File: src/rtl/pdm_pkg.sv
// Shared PDM constants: CIC order, accumulator sizing and bit polarity mapping.
// Both the PDM modulator and the CIC decimator import this package.
package pdm_pkg;

    localparam int unsigned CIC_ORDER = 3;

    localparam int signed PDM_POS = 1;
    localparam int signed PDM_NEG = -1;

    // Full-scale +/-DECIM^CIC_ORDER plus sign and one bit of headroom.
    function automatic int unsigned acc_w(input int unsigned decim);
        return CIC_ORDER * $clog2(decim) + 2;
    endfunction

endpackage

File: src/rtl/pdm_cic_decimator_if.sv
// PDM bit-stream input and PCM sample output of the CIC decimator.
// master = PDM front end / PCM consumer side, slave = decimator.
interface pdm_cic_decimator_if #(
    parameter int unsigned OUT_BITS = 16
);
    logic                       pdm_valid;
    logic                       pdm_in;
    logic signed [OUT_BITS-1:0] pcm_data;
    logic                       pcm_valid;

    modport master (output pdm_valid, output pdm_in, input pcm_data, input pcm_valid);
    modport slave  (input pdm_valid, input pdm_in, output pcm_data, output pcm_valid);
endinterface

File: src/rtl/pdm_dc_block.sv
// First-order DC blocker, y = x - x' + y' - (y' >>> DC_SHIFT), one clk latency.
// The accumulator holds y scaled by 2^DC_SHIFT so the leak term keeps its fraction.
module pdm_dc_block #(
    parameter int unsigned OUT_BITS = 16,
    parameter int unsigned DC_SHIFT = 8
) (
    input  logic                       clk,
    input  logic                       rst,
    input  logic                       in_valid,
    input  logic signed [OUT_BITS-1:0] in_data,
    output logic                       out_valid,
    output logic signed [OUT_BITS-1:0] out_data
);
    localparam int unsigned W = OUT_BITS + DC_SHIFT;
    typedef logic signed [W-1:0] dcb_t;

    dcb_t                       acc_q, acc_d;
    logic signed [OUT_BITS-1:0] x_prev_q, x_prev_d;
    logic signed [OUT_BITS-1:0] out_data_q, out_data_d;
    logic                       out_valid_q, out_valid_d;

    always_comb begin
        acc_d       = acc_q;
        x_prev_d    = x_prev_q;
        out_data_d  = out_data_q;
        out_valid_d = in_valid;
        if (in_valid) begin
            acc_d      = acc_q + ((dcb_t'(in_data) - dcb_t'(x_prev_q)) <<< DC_SHIFT)
                         - (acc_q >>> DC_SHIFT);
            x_prev_d   = in_data;
            out_data_d = OUT_BITS'(acc_d >>> DC_SHIFT);
        end
    end

    always_ff @(posedge clk) begin
        if (rst) begin
            acc_q       <= '0;
            x_prev_q    <= '0;
            out_data_q  <= '0;
            out_valid_q <= 1'b0;
        end else begin
            acc_q       <= acc_d;
            x_prev_q    <= x_prev_d;
            out_data_q  <= out_data_d;
            out_valid_q <= out_valid_d;
        end
    end

    assign out_valid = out_valid_q;
    assign out_data  = out_data_q;

endmodule

File: src/rtl/pdm_cic_decimator.sv
// 3rd-order CIC decimator: PDM bits in, signed PCM out, 4 clk frame-to-sample latency.
// Define PDM_CIC_DCBLOCK_EN to append a DC blocker (pdm_dc_block, +1 clk latency).
module pdm_cic_decimator
    import pdm_pkg::*;
#(
    parameter int unsigned DECIM    = 64,
    parameter int unsigned OUT_BITS = 16,
    parameter int unsigned DC_SHIFT = 8
) (
    input logic                clk,
    input logic                rst,
    pdm_cic_decimator_if.slave bus
);
    localparam int unsigned ACC_W = acc_w(DECIM);
    localparam int unsigned SHIFT = ACC_W - OUT_BITS;
    localparam int unsigned CNT_W = $clog2(DECIM);

    typedef logic signed [ACC_W-1:0] acc_t;

    if (DECIM < 8 || DECIM > 256 || (DECIM & (DECIM - 1)) != 0 ||
        OUT_BITS > ACC_W || DC_SHIFT == 0 || DC_SHIFT >= 32) begin : g_bad_params
        $error("pdm_cic_decimator: illegal parameter set");
    end

    acc_t                       integ_q [CIC_ORDER];
    acc_t                       integ_d [CIC_ORDER];
    acc_t                       dly_q   [CIC_ORDER];
    acc_t                       dly_d   [CIC_ORDER];
    acc_t                       comb_q  [CIC_ORDER];
    acc_t                       comb_d  [CIC_ORDER];
    logic [CNT_W-1:0]           cnt_q, cnt_d;
    logic [1:0]                 warm_q, warm_d;
    logic [CIC_ORDER:0]         vld_q, vld_d, emit_q, emit_d;
    logic signed [OUT_BITS-1:0] pcm_data_q, pcm_data_d;
    logic                       pcm_valid_q, pcm_valid_d;
    logic                       frame_done;
    acc_t                       in_term;
    acc_t                       comb_in;

    always_comb begin
        frame_done = bus.pdm_valid && (cnt_q == CNT_W'(DECIM - 1));
        in_term    = bus.pdm_in ? acc_t'(PDM_POS) : acc_t'(PDM_NEG);
        integ_d    = integ_q;
        cnt_d      = cnt_q;
        if (bus.pdm_valid) begin
            cnt_d      = cnt_q + 1'b1;
            integ_d[0] = integ_q[0] + in_term;
            for (int unsigned k = 1; k < CIC_ORDER; k++) begin
                integ_d[k] = integ_q[k] + integ_d[k-1];
            end
        end

        // Frames 1..CIC_ORDER still flow through the combs but are never emitted.
        warm_d = (frame_done && warm_q != 2'(CIC_ORDER)) ? warm_q + 2'd1 : warm_q;
        vld_d  = {vld_q[CIC_ORDER-1:0], frame_done};
        emit_d = {emit_q[CIC_ORDER-1:0], frame_done && (warm_q == 2'(CIC_ORDER))};

        // Stage k fires one clk after stage k-1; stage 0 reads the settled integrator.
        dly_d   = dly_q;
        comb_d  = comb_q;
        comb_in = '0;
        for (int unsigned k = 0; k < CIC_ORDER; k++) begin
            if (vld_q[k]) begin
                comb_in   = (k == 0) ? integ_q[CIC_ORDER-1] : comb_q[k-1];
                comb_d[k] = comb_in - dly_q[k];
                dly_d[k]  = comb_in;
            end
        end

        pcm_valid_d = vld_q[CIC_ORDER] && emit_q[CIC_ORDER];
        pcm_data_d  = pcm_valid_d ? OUT_BITS'(comb_q[CIC_ORDER-1] >>> SHIFT) : pcm_data_q;
    end

    always_ff @(posedge clk) begin
        if (rst) begin
            integ_q     <= '{default: '0};
            dly_q       <= '{default: '0};
            comb_q      <= '{default: '0};
            cnt_q       <= '0;
            warm_q      <= '0;
            vld_q       <= '0;
            emit_q      <= '0;
            pcm_data_q  <= '0;
            pcm_valid_q <= 1'b0;
        end else begin
            integ_q     <= integ_d;
            dly_q       <= dly_d;
            comb_q      <= comb_d;
            cnt_q       <= cnt_d;
            warm_q      <= warm_d;
            vld_q       <= vld_d;
            emit_q      <= emit_d;
            pcm_data_q  <= pcm_data_d;
            pcm_valid_q <= pcm_valid_d;
        end
    end

`ifdef PDM_CIC_DCBLOCK_EN
    pdm_dc_block #(
        .OUT_BITS (OUT_BITS),
        .DC_SHIFT (DC_SHIFT)
    ) u_dc_block (
        .clk       (clk),
        .rst       (rst),
        .in_valid  (pcm_valid_q),
        .in_data   (pcm_data_q),
        .out_valid (bus.pcm_valid),
        .out_data  (bus.pcm_data)
    );
`else
    assign bus.pcm_valid = pcm_valid_q;
    assign bus.pcm_data  = pcm_data_q;
`endif

endmodule

File: src/flat_wrapper.sv
// flat-port wrapper written by rule: the top's interface ports become plain ports
module pdm_cic_decimator_flat import pdm_pkg::*;
#(
    parameter int unsigned DECIM    = 64,
    parameter int unsigned OUT_BITS = 16,
    parameter int unsigned DC_SHIFT = 8
)
  (clk, rst, bus_pdm_valid, bus_pdm_in, bus_pcm_data, bus_pcm_valid);
  pdm_cic_decimator_if #(.OUT_BITS(OUT_BITS)) bus_i ();
  input logic clk;
  input logic rst;
  input wire logic [$bits(bus_i.pdm_valid)-1:0] bus_pdm_valid;
  input wire logic [$bits(bus_i.pdm_in)-1:0] bus_pdm_in;
  output wire logic [$bits(bus_i.pcm_data)-1:0] bus_pcm_data;
  output wire logic [$bits(bus_i.pcm_valid)-1:0] bus_pcm_valid;
  assign bus_i.pdm_valid = bus_pdm_valid;
  assign bus_i.pdm_in = bus_pdm_in;
  assign bus_pcm_data = bus_i.pcm_data;
  assign bus_pcm_valid = bus_i.pcm_valid;
  pdm_cic_decimator #(.DECIM(DECIM), .OUT_BITS(OUT_BITS), .DC_SHIFT(DC_SHIFT)) u_core (.clk(clk), .rst(rst), .bus(bus_i));
endmodule
File: config.mk
export PLATFORM = sky130hd
export DESIGN_NAME = pdm_cic_decimator_flat
export DESIGN_NICKNAME = d
export VERILOG_FILES = /design/src/rtl/pdm_pkg.sv /design/src/rtl/pdm_cic_decimator_if.sv /design/src/rtl/pdm_dc_block.sv /design/src/rtl/pdm_cic_decimator.sv /design/src/flat_wrapper.sv
export SDC_FILE = /design/constraint.sdc
export NUM_CORES = 1
export LEC_CHECK = 0
export ABC_AREA = 1
export CAP_MARGIN = 20
export CORE_ASPECT_RATIO = 0.75
export CORE_MARGIN = 2
export CORE_UTILIZATION = 40
export CTS_CLUSTER_DIAMETER = 50
export DETAILED_ROUTE_END_ITERATION = 6
export GPL_TIMING_DRIVEN = 1
export SYNTH_ARGS = -nofsm -noshare
export SYNTH_HDL_FRONTEND = slang
export SYNTH_HIERARCHICAL = 1
export SYNTH_SLANG_ARGS = --single-unit
File: constraint.sdc
create_clock -name clk -period 14.3 [get_ports clk]
set_input_delay 2.86 -clock clk [delete_from_list [all_inputs] [get_ports clk]]
set_output_delay 2.86 -clock clk [all_outputs]
set_load 0.01 [all_outputs]
==> Yosys cells after proc, flatten, opt, wreduce, memory -nomap -nowiden <==
Index checks and enable logic that the tools add are counted.
{ "totals": {"reg_bits": 213, "latch_bits": 0, "ram_bits": 0, "romBits": 0, "elab_cells": 31, "n_memories": 0} }
{ "op_classes": {"add_sub_neg": 8, "mul": 0, "div_mod_pow": 0, "n_lt_le_gt_ge": 0, "eq_ne": 3, "n_shift": 0, "muxes": 1, "n_bitwise": 0, "reduce_logical": 4} }
{ "ops": {"columns": ["operator", "n"], "rows": [
  ["$add 20x20->20", 3],
  ["$sub 20x20->20", 3],
  ["$mux 20", 1],
  ["$add 6x1->6 const B", 1],
  ["$eq 6x6->1 const B", 1],
  ["$logic_and 1x1->1", 4],
  ["$add 2x1->2 const B", 1],
  ["$eq 2x2->1 const B", 1],
  ["$ne 2x2->1 const B", 1]
]} }

==> Depth between registers and ports, before layout <==
Gate-level depths: netlist (run 1).
{ "depth": {"ltp_word": 4, "ltp_mapped": 37} }

==> Worst setup path before layout (run 1) <==
Ideal clock, no wire load.
{ "synth_path": {"path_type": "input to register", "startpoint": "input bus_pdm_in", "endpoint": "register u_core/integ_q[17] in the netlist's numbering", "setup_ns": 0.109, "arrival_ns": 6.823, "setup_slack_ns": 7.368, "stages": 25, "n_path_buf": 0, "path_cell_list": "inv_1 -> ha_1 -> a21oi_1 -> nand2_1 -> a21oi_1 -> o21ai_0 -> a21oi_1 -> xnor2_1 -> ha_1 -> a21oi_1 -> a21boi_0 -> nand3_1 -> xor2_1 -> ha_1 -> a21o_1 -> a21oi_1 -> nand2_1 -> a21oi_1 -> o21bai_1 -> nand3_1 -> nand2_1 -> a21oi_1 -> o21ai_0 -> nand2_1 -> inv_1"} }
{ "synth_between": {"elab_chain_cells": 4} }
{ "synth_rtl": {"columns": ["element", "line_no", "rtl"], "rows": [
  ["from (decl)", "flat_wrapper.sv:13", "input wire logic [$bits(bus_i.pdm_in)-1:0] bus_pdm_in;"],
  ["$mux 20", "pdm_cic_decimator.sv:42", "in_term = bus.pdm_in ? acc_t'(PDM_POS) : acc_t'(PDM_NEG);"],
  ["$add 20x20->20", "pdm_cic_decimator.sv:47", "integ_d[0] = integ_q[0] + in_term;"],
  ["$add 20x20->20 (2 in series)", "pdm_cic_decimator.sv:49", "integ_d[k] = integ_q[k] + integ_d[k-1];"],
  ["to (signal assigned)", "pdm_cic_decimator.sv:86", "integ_q <= integ_d;"],
  ["to (decl)", "pdm_cic_decimator.sv:25", "acc_t integ_q [CIC_ORDER];"]
]} }
No other way between the ends.
A chain may end at the register's enable or synchronous reset.

==> Worst setup path in the final report (run 1) <==
{ "layout_path": {"startpoint": "input bus_pdm_in", "endpoint": "register u_core/integ_q[18] in the netlist's numbering"} }
Same word-level chain as after synthesis.

==> metrics.txt, run 1 <==
I/O pins=21; TritonCTS clock tree=built; crit path max fanout=18; Post-synth EDFFs=0; Area Growth Syn to Fin=11.59%; clock skew=approximately 0.011 ns; Mapped Nets=2004; Yosys reg bits=209; Async S/R FF share, synth=0; Core ar.=32380 sq um; min-delay worst type=reg2reg; Chip Width=213.6 microns; setup slack after layout=6.184 ns; cts repair resizes=0; Post-Layout Cell Count=around 2300; drt total wl=34800 microns; setup bufs post-CTS=0; most frequent cells in the layout=inv_1 (288), a21oi_1 (233), o21ai_0 (227), nand2_1 (221); fin crit share=0.5675; YS warnings=6; Slew Limit Fails=0; global-route usage over all layers=0.2042; commonest non-fill, non-tap cell in the layout=inv_1; Mapped Cells=around 1900; Max Root-Sink Buffers=3; Post-DP HPWL=about 26000 microns; Die Area=34430 sq um; max cap viols=0; share of layout cells above drive strength 1=0.05388; TritonCTS Sinks=roughly 210; IO buf count=20; Crit path required time=~15 ns; fin nets=1998; hold buffer count at cts=0; top_reg_cell synth=dfxtp_1; unrepaired setup endpoints after global routing=no; post-route ant nets=0; WP data arrival=8.61 ns; Final Critical Period=8.116 ns; worst setup path class=in2reg; Hold Fails Final Rpt=0; Reg clk slew, reported paths=0.06 ns; via density per instance=5.060; die height=~160 microns; hold depth=2; Distinct cells, synth=45; Clk Latency, worst-skew pair=between 0.5 and 0.6 ns; setup violators final=0; Fillers=3391; Pre-antenna DRT Iters=7; maximum vdd drop=approximately 130 uV; Cell Area, Synth=13180 sq um; Startpoint Class=primary input; CP endpoint kind=flop; Placed Instances=2284; leak pwr=7.082 nW; Slew @ Worst Pin=1.028 ns; vias in the first global route=roughly 11000; CTS root buf=clkbuf_16; antenna fix cells=0; FMAX=123.2 MHz; Power Dens Cells=175.8 nW/um^2; wire length per cell=14.90 microns; global placement routability congestion=between 0.9 and 1; pre-CTS setup slack=approximately 5.7 ns; H-tree lvl count=1; largest net degree at the start of global routing=108; register area share after synthesis=0.3175; first-pass GRT wire length=around 57000 microns; DRC Markers=0; worst hold slack=0.3961 ns; via count=roughly 12000; outcome=finished, final reports clean; slew margin rel.=0.3149; Rows=57; setup TNS=0 ns; R2R depth=22; Iteration-0 DRC Markers=984; GRT overflow=0; Starting Density=0.4070; CTS Buf Count=28; initial antenna violation count=0; syn avg cell area=7.017 sq um
logic make-up after synthesis:
family,after synthesis,share of synthesized area
compound gates,550,0.2255
xor+xnor,84,0.05583
fa+ha+maj,122,0.1187
buf+inv,356,0.1017
flops,209,0.3175
simple gates,557,0.1808
cells in the mapped netlist, types with 17 or more instances:
library cell  number  area share
xor2_1            56       0.037
inv_1            289       0.082
nand3_1           50       0.019
o21ai_0          227       0.086
dfxtp_1          209        0.32
xnor2_1           28       0.019
nor2_1           209       0.060
a21oi_1          233       0.088
o21ai_1           17      0.0065
ha_1             117        0.11
clkbuf_1          59       0.017
nand4_1           23       0.011
nand2_1          221       0.063
layout make-up:
| type | instances | area [sq um] | share of cell area |
|---|---|---|---|
| tap | 442 | 553.0 | 0.03761 |
| clock buffer | 36 | 772.0 | 0.05250 |
| clock inverter | 15 | 196.4 | 0.01336 |
| timing repair buffer | 28 | 250.2 | 0.01702 |
| sequential | 209 | 4184 | 0.2845 |
| multi-input combinational | 1313 | 7654 | 0.5205 |
| inverter | 292 | 1096 | 0.07453 |
layer usage:
metal | track usage | wire length, microns | up-vias
met4 | 0.03283 | 419 | 0
met1 | 0.3484 | 19990 | 5329
met5 | 0 | 0 | -
met3 | 0.03111 | 1912 | 30
met2 | 0.2606 | 12480 | 248
li1 | - | - | 6208
registers in the layout (all words and copies together) (netlist names):
name and flops:
u_core/bus.pcm_data 16, u_core/integ_q 60, u_core/dly_q 60, u_core/bus.pcm_valid 1
u_core/warm_q 2, u_core/cnt_q 6, u_core/emit_q 4, u_core/vld_q 4
u_core/comb_q 56
per-stage QoR:
step	power, W	util	area [sq um]
global route	0.002778	0.4542	14710
CTS	0.002587	0.4542	14710
detailed placement	0.001842	0.4243	13740
finish	0.002585	0.4542	14710
global placement	0.001848	0.4243	13740
floorplan	0.001555	-	13180
report_power, final:
part	switching [W]	leakage [nW]	total [W]	internal, W
sequential	0.0000482	1.70	0.000676	0.000627
clock	0.000285	0.469	0.000728	0.000442
combinational	0.000759	4.91	0.00118	0.000422
worst max-delay path, cell delays in order:
cell	delay, ns
clkdlybuf4s50_1	0.48
inv_1	0.56
ha_1	0.39
a21oi_1	0.17
nand2_1	0.19
a21oi_1	0.24
o21ai_0	0.18
a21oi_1	0.21
xnor2_1	0.17
ha_1	0.32
a21oi_1	0.21
a21boi_0	0.26
nand3_1	0.19
a31oi_1	0.22
xnor2_1	0.14
ha_1	0.37
nand2_1	0.11
nor4_1	0.52
nand4_1	0.26
nand3_1	0.19
a21oi_1	0.07
o21ai_0	0.10
o211ai_1	0.10
inv_1	0.09
path summary, 6_finish.rpt:
check | endpoint | slack (ns) | from
max reg2reg | u_core/integ_q[18] | 9.31 | u_core/integ_q[42]
min reg2reg | u_core/emit_q[2] | 0.40 | u_core/emit_q[1]
max | u_core/integ_q[18] | 6.18 | bus_pdm_in
min | u_core/emit_q[2] | 0.40 | u_core/emit_q[1]
Power figures use the tool's default switching activity.
==> run 2: changes to the inputs <==
==> constraint.sdc (replaced) <==
create_clock -name clk -period 8 [get_ports clk]
set_input_delay 1.6 -clock clk [delete_from_list [all_inputs] [get_ports clk]]
set_output_delay 1.6 -clock clk [all_outputs]
set_load 0.01 [all_outputs]
==> metrics.txt, run 2 (synthesized netlist as in run 1, its figures left out) <==
outcome=finished, final reports clean; Die Area=34430 sq um (unchanged); initial antenna violation count=0 (unchanged); drt total wl=34940 microns (+0.41%); Core ar.=32380 sq um (unchanged); share of layout cells above drive strength 1=0.05746 (+0.003576); IO buf count=20 (unchanged); Fillers=3360 (-0.91%); antenna fix cells=0 (unchanged); via count=11840 (+0.19%); clock skew=0.02380 ns (+0.01297 ns); fin crit share=0.8636; Reg clk slew, reported paths=0.06 ns (about the same); Clk Latency, worst-skew pair=0.56 ns (about the same); Startpoint Class=primary input; footprint of the multi-input gates=7654 sq um (unchanged); min-delay worst type=reg2reg; Starting Density=0.4070 (unchanged); I/O pins=21 (unchanged); global placement routability congestion=0.9178 (+1.7%); Iteration-0 DRC Markers=996 (+1.2%); Post-Layout Cell Count=2339 (+0.17%); first-pass GRT wire length=57030 microns (+0.23%); CTS Buf Count=29 (+3.6%); WP data arrival=7.40 ns (-1.21 ns); Storage cell area=4184 sq um (unchanged); TritonCTS Sinks=209 (unchanged); fin nets=2001 (+0.15%); vias in the first global route=10660 (+0.75%); H-tree lvl count=1 (unchanged); GRT met1 Usage=0.3459 (-0.002509); global-route usage over all layers=0.2052 (+0.0009708); Slew Limit Fails=0 (unchanged); GRT overflow=0 (unchanged); CP endpoint kind=flop; most frequent cells in the layout=inv_1 (288), a21oi_1 (233), o21ai_0 (227), nand2_1 (221); TritonCTS clock tree=built; Top Registers=u_core/dly_q: 60 flops, u_core/integ_q: 60 flops, u_core/comb_q: 56 flops; die height=161.2 microns (unchanged); Placed Instances=2285 (+0.044%); setup TNS=0 ns (unchanged); via density per instance=5.061 (about the same); Post-DP HPWL=25780 microns (-0.68%); leak pwr=7.127 nW (+0.64%); Chip Width=213.6 microns (unchanged); Pre-antenna DRT Iters=5 (-2); cts repair resizes=0 (unchanged); R2R depth=22 (unchanged); grt peak-use layer=met1; Rows=57 (unchanged); slew margin rel.=0.3120 (-0.002833); max cap viols=0 (unchanged); maximum vdd drop=225.7 uV (+72%); setup bufs post-CTS=0 (unchanged); post-route ant nets=0 (unchanged); Crit path required time=8.49 ns (-6.31 ns); worst setup path class=in2reg; commonest non-fill, non-tap cell in the layout=inv_1; crit path max fanout=18 (unchanged); FMAX=144.7 MHz; DP Area=13740 sq um (about the same); grt met2 use=0.2674 (+0.006789); setup violators final=0 (unchanged); cell area after layout=14780 sq um (+0.48%); wire length per cell=14.94 microns (+0.24%); Final Critical Period=6.909 ns; Area Growth Syn to Fin=12.12%; Power Dens Cells=316.5 nW/um^2 (+80%); unrepaired setup endpoints after global routing=no; Max Root-Sink Buffers=3 (unchanged); hold depth=2 (unchanged); CTS root buf=clkbuf_16; hold buffer count at cts=0 (unchanged); Slew @ Worst Pin=1.032 ns (+0.004250 ns); largest net degree at the start of global routing=108 (unchanged); Hold Fails Final Rpt=0 (unchanged); DRC Markers=0 (unchanged); met3 Use GR=0.03247 (+0.001361)
run 2: changes by cell type in the layout (fill, tap and decap cells not counted):
| cell | before | now |
|---|---|---|
| clkinv_8 | 0 | 1 |
| bufinv_16 | 3 | 4 |
| clkbuf_1 | 5 | 2 |
| buf_4 | 8 | 9 |
| buf_12 | 0 | 1 |
| inv_6 | 4 | 7 |
| clkinvlp_4 | 2 | 1 |
| clkinv_4 | 2 | 1 |
| clkinv_2 | 1 | 5 |
| inv_8 | 3 | 1 |
run 2: power by group:
group	leakage (nW)	internal, W	switching (W)	total, W
clock network	0.499	0.000824	0.000526	0.00135
registers	1.70	0.00112	0.0000856	0.00121
logic	4.93	0.000756	0.00136	0.00212
total	7.13	0.00270	0.00197	0.00468
run 2: through the flow:
step | hold slack, ns | setup slack, ns | util | total power, W
3_3_place_gp | 0.3979 | 0.6552 | 0.4245 | 0.003302
5_1_grt | 0.4346 | 0.6593 | 0.4563 | 0.005030
4_1_cts | 0.4094 | 1.189 | 0.4557 | 0.004671
6_report | 0.4061 | 1.091 | 0.4563 | 0.004676
3_5_place_dp | 0.3983 | 0.6349 | 0.4245 | 0.003292
2_1_floorplan | 0.3883 | 2.328 | - | 0.002779
run 2: path summary, 6_finish.rpt:
check | startpoint | to | slack [ns]
setup reg to reg | u_core/integ_q[42] | u_core/integ_q[18] | 2.92
hold / removal | u_core/emit_q[0] | u_core/emit_q[1] | 0.41
hold reg to reg | u_core/emit_q[0] | u_core/emit_q[1] | 0.41
setup / recovery | bus_pdm_in | u_core/integ_q[18] | 1.09
run 2: metal layers:
layer | vias up | share of wire | wire length, microns
met2 | 257 | 0.36 | 12470
met4 | 0 | 0.011 | 397
met1 | 5318 | 0.58 | 20160
li1 | 6230 | - | -
met3 | 33 | 0.055 | 1912
met5 | - | 0 | 0
run 2: area by class of cell:
cell class	instances	area share
Clock buffer	33	0.05149
Clock inverter	20	0.01694
Inverter	292	0.07418
Multi-Input combinational cell	1313	0.5180
Sequential cell	209	0.2832
Tap cell	442	0.03743
Timing Repair Buffer	30	0.01880
run 2: critical path, cell delays in order:
cell	delay, ns
clkdlybuf4s50_1	0.56
inv_1	0.36
ha_1	0.49
nand3_1	0.09
nand2_1	0.21
a21oi_1	0.13
o21ai_0	0.35
a21oi_1	0.15
xnor2_1	0.24
ha_1	0.33
a21oi_1	0.22
a21boi_0	0.26
nand3_1	0.21
a31oi_1	0.24
xnor2_1	0.15
ha_1	0.37
nand2_1	0.11
nor4_1	0.54
nand4_1	0.17
nand3_1	0.21
a21oi_1	0.09
o21ai_0	0.11
o211ai_1	0.11
inv_1	0.09
==> run 3: changes to the inputs <==
--- a/config.mk
+++ b/config.mk
@@ -6,13 +6,14 @@
 export NUM_CORES = 1
 export LEC_CHECK = 0
 export ABC_AREA = 1
-export CAP_MARGIN = 20
+export CAP_MARGIN = 40
 export CORE_ASPECT_RATIO = 0.75
 export CORE_MARGIN = 2
 export CORE_UTILIZATION = 40
 export CTS_CLUSTER_DIAMETER = 50
 export DETAILED_ROUTE_END_ITERATION = 6
 export GPL_TIMING_DRIVEN = 1
+export PLACE_DENSITY = 0.53
 export SYNTH_ARGS = -nofsm -noshare
 export SYNTH_HDL_FRONTEND = slang
 export SYNTH_HIERARCHICAL = 1
==> metrics.txt, run 3 (synthesized netlist as in run 1, its figures left out) <==
outcome=finished, final reports clean; fin nets=2003 (+0.10%); Slew @ Worst Pin=0.8631 ns (-0.1688 ns); die height=161.2 microns (unchanged); Post-DP HPWL=26790 microns (+3.9%); share of layout cells above drive strength 1=0.05793 (+0.0004661); Core ar.=32380 sq um (unchanged); Top Registers=u_core/dly_q: 60 flops, u_core/integ_q: 60 flops, u_core/comb_q: 56 flops; Slew Limit Fails=0 (unchanged); initial antenna violation count=0 (unchanged); Post-Layout Cell Count=2341 (+0.086%); Iteration-0 DRC Markers=953 (-4.3%); fin crit share=0.8448 (-0.01879); register share of total power=0.258 (about the same); wire length per cell=15.18 microns (+1.6%); most frequent CP cell=a21oi_1; Pre-antenna DRT Iters=5 (unchanged); RR Startpoint=u_core/integ_q[40]; most frequent cells in the layout=inv_1 (288), a21oi_1 (233), o21ai_0 (227), nand2_1 (221); setup violators final=0 (unchanged); Reg clk slew, reported paths=0.06 ns (about the same); hold path startpoint=u_core/emit_q[2]; CTS Buf Count=31 (+6.9%); H-tree lvl count=1 (unchanged); antenna fix cells=0 (unchanged); via density per instance=5.049 (-0.24%); crit path max-delay cell type=clkdlybuf4s50_1; drt total wl=35540 microns (+1.7%); via count=11820 (-0.15%); vias in the first global route=10670 (+0.094%); maximum vdd drop=174.7 uV (-23%); first-pass GRT wire length=57730 microns (+1.2%); Final Critical Period=6.759 ns (-0.1503 ns); Clk Latency, worst-skew pair=0.57 ns (about the same); P_sw=0.001995 W (+1.0%); Starting Density=0.4070 (unchanged); WP data arrival=7.27 ns (-0.13 ns); IO buf count=20 (unchanged); leak pwr=7.132 nW (about the same); worst path cell trace=clkdlybuf4s50_1, inv_1, ha_1, nand3_1, nand2_1, a21oi_1, o21ai_0, a21oi_1, xnor2_1, ha_1, a21oi_1, a21boi_0, nand3_1, a31oi_1, xnor2_1, ha_1, nand2_1, nor4_1, nand4_1, nand3_1, a21oi_1, o21ai_0, o211ai_1, inv_1; slew margin rel.=0.4246 (+0.1125); Int Pwr=0.002687 W (-0.52%); Hold Fails Final Rpt=0 (unchanged); CTS root buf=clkbuf_16; clock share of power=0.288 (about the same); switch share=0.4261 (+0.003801); Die Area=34430 sq um (unchanged); GRT overflow=0 (unchanged); Placed Instances=2286 (+0.044%); commonest non-fill, non-tap cell in the layout=inv_1; max cap viols=0 (unchanged); Max Root-Sink Buffers=3 (unchanged); pre-CTS setup slack=0.7822 ns (+0.1472 ns); crit path max fanout=18 (unchanged); setup bufs post-CTS=0 (unchanged); Startpoint Class=primary input; R2R depth=26 (+18%); unrepaired setup endpoints after global routing=no; Crit path required time=8.51 ns (+0.02 ns); post-route ant nets=0 (unchanged); clock skew=0.01936 ns (-0.004435 ns); worst setup path class=in2reg; setup slack after layout=1.241 ns (+0.1503 ns); largest net degree at the start of global routing=70 (-35%); global placement routability congestion=0.9062 (-1.3%); TritonCTS Sinks=209 (unchanged); Rows=57 (unchanged); min-delay worst type=reg2reg; Comb pwr share=0.454 (about the same); cts repair resizes=0 (unchanged); CP max stage delay=0.55 ns (about the same); FMAX=148.0 MHz (+2.2%); Power Dens Cells=316.6 nW/um^2 (about the same); hold depth=2 (unchanged); setup TNS=0 ns (unchanged); TritonCTS clock tree=built; hold buffer count at cts=0 (unchanged); Chip Width=213.6 microns (unchanged); CP endpoint kind=flop; worst hold slack=0.4193 ns (+0.01326 ns); DRC Markers=0 (unchanged); I/O pins=21 (unchanged); Worst R2R End=u_core/integ_q[19]; global-route usage over all layers=0.2090 (+0.003743); Hold EP=u_core/emit_q[3]; R2R Setup Slk=2.97 ns (+0.05 ns); Area Growth Syn to Fin=12.24%
run 3: cell types whose count changed in the layout (fill, tap and decap cells not counted), sizes merged:
cell,previous run,this run
bufinv,4,2
clkinvlp,1,2
clkbuf,33,37
inv,299,298
run 3: routing by layer:
layer | vias up | GRT usage | share of wire
met5 | - | 0 | 0
met4 | 0 | 0.04040 | 0.016
met3 | 43 | 0.03792 | 0.058
met2 | 235 | 0.2739 | 0.37
met1 | 5310 | 0.3442 | 0.56
li1 | 6232 | - | -
run 3: worst max-delay path by stage:
stage                     startpoint                  to  slack (ns)  depth (start not counted)
final                     bus_pdm_in  u_core/integ_q[18]        1.24                         24
after global routing      bus_pdm_in  u_core/integ_q[19]        0.67                         27
after CTS                 bus_pdm_in  u_core/integ_q[19]        1.36                         27
after detailed placement  bus_pdm_in  u_core/integ_q[19]        0.78                         27
after global placement    bus_pdm_in  u_core/integ_q[18]        0.85                         24
after floorplan           bus_pdm_in  u_core/integ_q[17]        2.33                         25
run 3: area by class of cell:
| type | count | area, sq um |
|---|---|---|
| clock inverters | 18 | 186.4 |
| well taps | 442 | 553.0 |
| clock buffers | 37 | 828.3 |
| repair buffers | 30 | 287.8 |
| inverters | 292 | 1097 |
| flip-flops and latches | 209 | 4184 |
| multi-input cells | 1313 | 7654 |
| fillers | 3392 | 17590 |
run 3: worst max-delay path: cells and delay by family:
family | cells | cell delay (ns)
compound gates | 9 | 1.55
xor+xnor | 2 | 0.46
fa+ha+maj | 3 | 1.21
buf+inv | 3 | 0.94
simple gates | 7 | 1.50
run 3: through the flow:
stage / area, sq um / total power [W] / util
2_1_floorplan: 13180 / 0.002779 / -
3_3_place_gp: 13750 / 0.003328 / 0.4246
3_5_place_dp: 13780 / 0.003318 / 0.4255
4_1_cts: 14790 / 0.004701 / 0.4568
5_1_grt: 14790 / 0.005055 / 0.4568
6_report: 14790 / 0.004682 / 0.4568
run 3: power by group through the flow:
| stage | clock network [W] | registers [W] | logic (W) |
|---|---|---|---|
| finish | 0.00135 | 0.00121 | 0.00213 |
| global route | 0.00143 | 0.00122 | 0.00241 |
| global placement | 0 | 0.00123 | 0.00210 |
| detailed placement | 0 | 0.00123 | 0.00209 |
| CTS | 0.00139 | 0.00121 | 0.00211 |
| floorplan | 0 | 0.00119 | 0.00159 |
